<file path="config.mk">
export PLATFORM = sky130hd
export DESIGN_NAME = serial_subtractor
export DESIGN_NICKNAME = d
export VERILOG_FILES = /design/src/rtl/serial_subtractor.sv
export SDC_FILE = /design/constraint.sdc
export NUM_CORES = 1
export LEC_CHECK = 0
export CORE_MARGIN = 3
export CORE_UTILIZATION = 60
export DETAILED_ROUTE_END_ITERATION = 16
export DONT_BUFFER_PORTS = 1
export PLACE_DENSITY = 0.83
export RECOVER_POWER = 50
export SYNTH_ARGS = -nofsm -noshare
export SYNTH_HDL_FRONTEND = slang
export SYNTH_SLANG_ARGS = --single-unit
</file>
<file path="constraint.sdc">
create_clock -name clk -period 2.25 [get_ports clk]
set_input_delay 0.45 -clock clk [delete_from_list [all_inputs] [get_ports clk]]
set_output_delay 0.45 -clock clk [all_outputs]
set_load 0.03 [all_outputs]
</file>
<file path="src/rtl/serial_subtractor.sv">
// Bit-serial two's-complement subtractor: a - b - borrow_in, one bit per clock, LSB first.
// Optional signed-overflow flag enabled by defining SERIAL_SUB_OVERFLOW_EN.
module serial_subtractor #(
  parameter int WIDTH = 8
) (
  input  logic             clk,
  input  logic             rst,
  input  logic             in_valid,
  output logic             in_ready,
  input  logic [WIDTH-1:0] a,
  input  logic [WIDTH-1:0] b,
  input  logic             borrow_in,
  output logic             out_valid,
  input  logic             out_ready,
  output logic [WIDTH-1:0] diff,
  output logic             borrow_out,
  output logic             busy
`ifdef SERIAL_SUB_OVERFLOW_EN
  ,
  output logic             overflow
`endif
);

  localparam int CNT_W = $clog2(WIDTH);

  typedef enum logic [1:0] {
    IDLE,
    RUN,
    DONE
  } state_t;

  state_t           state_reg;
  logic [WIDTH-1:0] a_reg;
  logic [WIDTH-1:0] b_reg;
  logic [WIDTH-1:0] diff_reg;
  logic [CNT_W-1:0] cnt_reg;
  logic             br_reg;
  logic             borrow_out_reg;
  logic             in_ready_reg;
  logic             out_valid_reg;
  logic             busy_reg;
`ifdef SERIAL_SUB_OVERFLOW_EN
  logic             overflow_reg;
`endif

  // One full-subtractor cell, reused across bits via the counter-selected operand bits.
  logic a_bit;
  logic b_bit;
  logic d_bit;
  logic br_next;

  assign a_bit   = a_reg[cnt_reg];
  assign b_bit   = b_reg[cnt_reg];
  assign d_bit   = a_bit ^ b_bit ^ br_reg;
  assign br_next = (~a_bit & b_bit) | (~(a_bit ^ b_bit) & br_reg);

  always_ff @(posedge clk) begin
    if (rst) begin
      state_reg      <= IDLE;
      a_reg          <= '0;
      b_reg          <= '0;
      diff_reg       <= '0;
      cnt_reg        <= '0;
      br_reg         <= 1'b0;
      borrow_out_reg <= 1'b0;
      in_ready_reg   <= 1'b1;
      out_valid_reg  <= 1'b0;
      busy_reg       <= 1'b0;
`ifdef SERIAL_SUB_OVERFLOW_EN
      overflow_reg   <= 1'b0;
`endif
    end else begin
      case (state_reg)
        IDLE: begin
          if (in_valid) begin
            a_reg        <= a;
            b_reg        <= b;
            br_reg       <= borrow_in;
            cnt_reg      <= '0;
            state_reg    <= RUN;
            in_ready_reg <= 1'b0;
            busy_reg     <= 1'b1;
          end
        end
        RUN: begin
          // Shift in from the MSB end so bit 0 lands at position 0 after WIDTH steps.
          diff_reg <= {d_bit, diff_reg[WIDTH-1:1]};
          br_reg   <= br_next;
          cnt_reg  <= cnt_reg + CNT_W'(1);
          if (cnt_reg == CNT_W'(WIDTH - 1)) begin
            state_reg      <= DONE;
            out_valid_reg  <= 1'b1;
            borrow_out_reg <= br_next;
`ifdef SERIAL_SUB_OVERFLOW_EN
            // On the last step a_bit/b_bit are the sign bits and d_bit is the result sign.
            overflow_reg   <= (a_bit ^ b_bit) & (a_bit ^ d_bit);
`endif
          end
        end
        DONE: begin
          if (out_ready) begin
            state_reg     <= IDLE;
            out_valid_reg <= 1'b0;
            in_ready_reg  <= 1'b1;
            busy_reg      <= 1'b0;
          end
        end
        default: begin
          state_reg     <= IDLE;
          in_ready_reg  <= 1'b1;
          out_valid_reg <= 1'b0;
          busy_reg      <= 1'b0;
        end
      endcase
    end
  end

  assign in_ready   = in_ready_reg;
  assign out_valid  = out_valid_reg;
  assign busy       = busy_reg;
  assign diff       = diff_reg;
  assign borrow_out = borrow_out_reg;
`ifdef SERIAL_SUB_OVERFLOW_EN
  assign overflow   = overflow_reg;
`endif

endmodule
</file>
# == Word-level counts from Yosys, hierarchy flattened ==
# Index checks and enable logic that the tools add are counted.
# classes
n_eq_ne,6
n_bitwise,9
muxes,20
n_addsub,1
n_lt_le_gt_ge,1
n_reduce_logical,8
# op_table
cell,count
1-bit one-hot mux with 3 select lines,3
3-bit AND reduction,3
1-bit 2-to-1 mux,8
1-bit binary-select mux with 3-bit select,2
2-bit 2-to-1 mux,3
"2-bit inequality test, second input constant",3
2-bit one-hot mux with 3 select lines,1
3-bit one-hot mux with 2 select lines,1
2-bit AND reduction,3
"3-bit by 4-bit < comparator with 1-bit output, second input constant",1
1-bit NOT,4
"3-bit by 1-bit adder with 3-bit output, second input constant",1
"3-bit equality test, second input constant",1
3-bit 2-to-1 mux,1
1-bit bitwise AND,2
"2-bit by 1-bit equality test with 1-bit output, second input constant",1
"2-bit equality test, second input constant",1
2-bit zero test,1
1-bit one-hot mux with 2 select lines,1
2-bit nonzero test,1
1-bit XOR,2
1-bit bitwise OR,1
# word_totals
ff_bits,34
in_bits,21
word_cells,55
out_inout_bits,12

# == Longest topological paths before layout ==
# logic_depth
word_depth,7
mapped_depth,7
depth_no_buf,6

# == Worst setup path after synthesis ==
# OpenSTA, ideal clock, no wires.
# synth_path
path_kind,reg2reg
from,register cnt_reg[0]
to,register br_reg
slack_ns,0.171
setup_time_ns,0.095
synth_period_minus_slack_ns,2.079
required_time_ns,2.155
t_arrival_ns,1.983
stages_incl_launch_ff,8
path_buffers,1
cell_sequence,dfxtp_1 buf_6 mux4_1 mux2_2 fa_1 nand2_1 o21ai_0 a221oi_1
# synth_between
elab_chain_len,7
elab_cells_between_ends,11
cone_classes,5 x mux; 6 x bitwise
# synth_lines
element,line_no,rtl
start: declaration,36,logic [CNT_W-1:0] cnt_reg;
start signal: assignment,89,cnt_reg <= cnt_reg + CNT_W'(1);
"1-bit binary-select mux with 3-bit select, on equally long branches","52, 53",
"1-bit 2-to-1 mux, on equally long branches","52, 53",
1-bit XOR,55,assign br_next = (~a_bit & b_bit) | (~(a_bit ^ b_bit) & br_reg);
1-bit NOT,55,
1-bit bitwise AND,55,
1-bit bitwise OR (*),55,
1-bit one-hot mux with 2 select lines (*),73,case (state_reg)
end signal: assignment,78,br_reg <= borrow_in;
end signal: assignment,88,br_reg <= br_next;
end: declaration,37,logic br_reg;
# Every way passes the cells marked *; elsewhere a longest branch is shown, timed or not. The select of a mux whose other input is x is not followed.
# A chain may end at the register's enable or synchronous reset.

# == Worst setup path after layout ==
# Same ends and word-level chain as after synthesis.

==> metrics.csv <==
metric,value,unit
Slew Limit Fails,0,
largest net degree at the start of global routing,35,
Leak,0.559,nW
Bufs and invs on worst path,0,
fin nets,184,
fmax,465,MHz
FF-to-FF setup slack,100,ps
worst hold path depth,1,
Post-DP HPWL,1900,microns
Synth Register Bits,34,
Antenna Cells,0,
Clock Skews,12.5,ps
hold_sp,rst,
GR Util met1,22.4,%
die height,55.2,microns
Final Total Pwr,1.17,mW
"Largest delay share family, worst path",multiplexers,
DR iter-0 viols,27,
Net Switching,0.286,mW
worst path cell trace,mux4_1 > mux2_2 > fa_1 > nand2_1 > o21ai_0 > a221oi_1,
first-pass GRT wire length,4220,microns
share of layout cells above drive strength 1,8.07,%
io pins,33,
crit start category,flip-flop,
cell-internal power,0.889,mW
final setup fails,0,
crit share post-route,95.5,%
routed len/inst,14.2,microns
worst hold slack,167,ps
Cells after Synth,163,
total wire length,2680,microns
Comb power frac,8.5,%
Rel. slew slack,59.2,%
reg-to-reg endpoint,br_reg,
vias per cell,5.69,
WHS Endpoint,busy,
Area Overhead vs Synth,3.19,%
vias,1075,
Inst Count DP,181,
peak supply drop,769,uV
Critical Path RT,2500,ps
min-delay worst type,input pin to flip-flop,
clock power share,35.1,%
CTS Root Cell,clkbuf_4,
most used routing layer,met2,
met3 usage,9.12,%
Initial Utilization,64.4,%
Arrival @ worst endpoint,2400,ps
Post-synth ARST share,0,%
switch share,24.4,%
CP max stage delay,560,ps
post-route design area,1500,sq um
setup_tns,0,ps
number of setup buffers added after CTS,0,
Crit Reg-Reg Startpoint,cnt_reg[0],
post-synthesis average cell area,8.90,sq um
fin cells,189,
reg2reg path depth,6,
"Clk pin slew, worst setup/hold paths",110,ps
DP Area,1420,sq um
Pwr Density,784,nW/um^2
RSZ-0062 raised after global routing,no,
maximum clock path buffer count,2,
outcome,"finished, final reports clean",
First-pass DRT Iterations,4,
final worst path period need,2150,ps
synth warn,0,
M2 GR Usage,33.5,%
Clock Latency Late Sink,330,ps
DIE WIDTH,55.2,microns
"Primary FF master, synth",dfxtp_1,
"Slowest-stage cell, CP",mux4_1,
routability cong.,0.795,
cts bufs inserted,5,
# rows,17,
max_cap viols,0,
Post-Syn Area,1450,sq um
DR DRC count,0,
Syn Nets,187,
sequential cell area fraction in the yosys report,46.9,%
Critical Path End Type,flip-flop,
DRT antenna net count,0,
GRT Resource Usage Total,20.1,%
die area,3050,sq um
initial antenna violation count,0,
H-tree depth,2,
"Hold Vio Cnt, Final",0,
Post-synth EDFFs,0,
CORE AREA,2250,sq um
crit path max fanout,5,
IO buf count,0,
sequential power share,56.5,%
clock sink count,34,
CTS Hold Bufs,0,
via count of the first global-routing pass,979,
Netlist cell types,27,
crit path kind,flip-flop to flip-flop,
CTS tree,yes,
Worst Tran Pin Value,611,ps
GRT overflow,0,
-- cells in the mapped netlist, types with 2 or more instances --
master	count	area (sq um)
ha_1	2	25.0
dfxtp_1	34	681
nor2b_1	2	12.5
buf_4	2	15.0
mux2i_1	2	20.0
a21oi_1	30	150
inv_1	2	7.51
nor2_1	5	18.8
nand2b_1	2	12.5
mux4_1	4	105
o21ai_0	2	10.0
nand3_1	2	10.0
clkbuf_1	5	18.8
nand2_1	52	195
buf_6	4	45.0
o21bai_1	2	15.0
-- power groups by stage --
stage	combinational [mW]	clock, mW	sequential (mW)
6_report	0.0994	0.412	0.663
3_3_place_gp	0.0944	0	0.676
5_1_grt	0.112	0.444	0.669
4_1_cts	0.0997	0.417	0.664
2_1_floorplan	0.105	0	0.667
3_5_place_dp	0.0990	0	0.678
-- layer usage --
layer / vias to the layer above / wire length (microns)
met5: - / 0
met2: 34 / 1310
li1: 543 / -
met1: 493 / 1140
met4: 0 / 24
met3: 5 / 199
-- how the worst max path moves through the flow --
stage	startpoint	to	slack (ps)	depth (start not counted)
2_1_floorplan	cnt_reg[0]	br_reg	170	7
3_3_place_gp	cnt_reg[0]	br_reg	140	6
3_5_place_dp	cnt_reg[0]	br_reg	60	6
4_1_cts	cnt_reg[0]	br_reg	30	6
5_1_grt	cnt_reg[0]	br_reg	40	6
6_report	cnt_reg[0]	br_reg	100	6
-- what timing repair did --
item	in CTS	in global routing
resized for setup	0	1
setup endpoints to repair	0	1
endpoints found under the hold margin	0	0
-- kinds of logic (layout without fill, tap and decap cells) --
kind of cell	after synthesis	in the layout	synth area share [%]
simple gates	66	66	19.4
compound gates	39	39	14.9
mux	7	7	9.40
buf+inv	14	12	6.29
flops	34	34	46.9
fa+ha+maj	3	3	3.10
-- cell usage in the layout (no fill, tap or decap), types with 2 or more instances in the layout --
master    Yosys  routed
nand3_1       2       2
nor2b_1       2       2
nand2_1      52      52
a21oi_1      30      30
mux4_1        4       4
nand2b_1      2       2
o21ai_0       2       2
dfxtp_1      34      33
clkbuf_4      0       5
ha_1          2       2
nor2_1        5       5
buf_4         2       2
o21bai_1      2       2
mux2i_1       2       2
clkbuf_8      0       3
inv_1         2       2
-- stage by stage --
step / setup slack (ps) / util [%]
floorplan: 171 / -
global placement: 136 / 62.9
detailed placement: 61.6 / 62.9
CTS: 33.9 / 66.4
global route: 43.0 / 66.4
finish: 101 / 66.4
-- layout make-up --
type / count / area, sq um
fill: 199 / 757
sequential: 34 / 682
multi-input combinational: 115 / 679
clock buffer: 8 / 78.8
tap: 28 / 35.0
timing repair buffer: 2 / 15.0
inverter: 2 / 7.51
(Power assumes the default switching activity.)
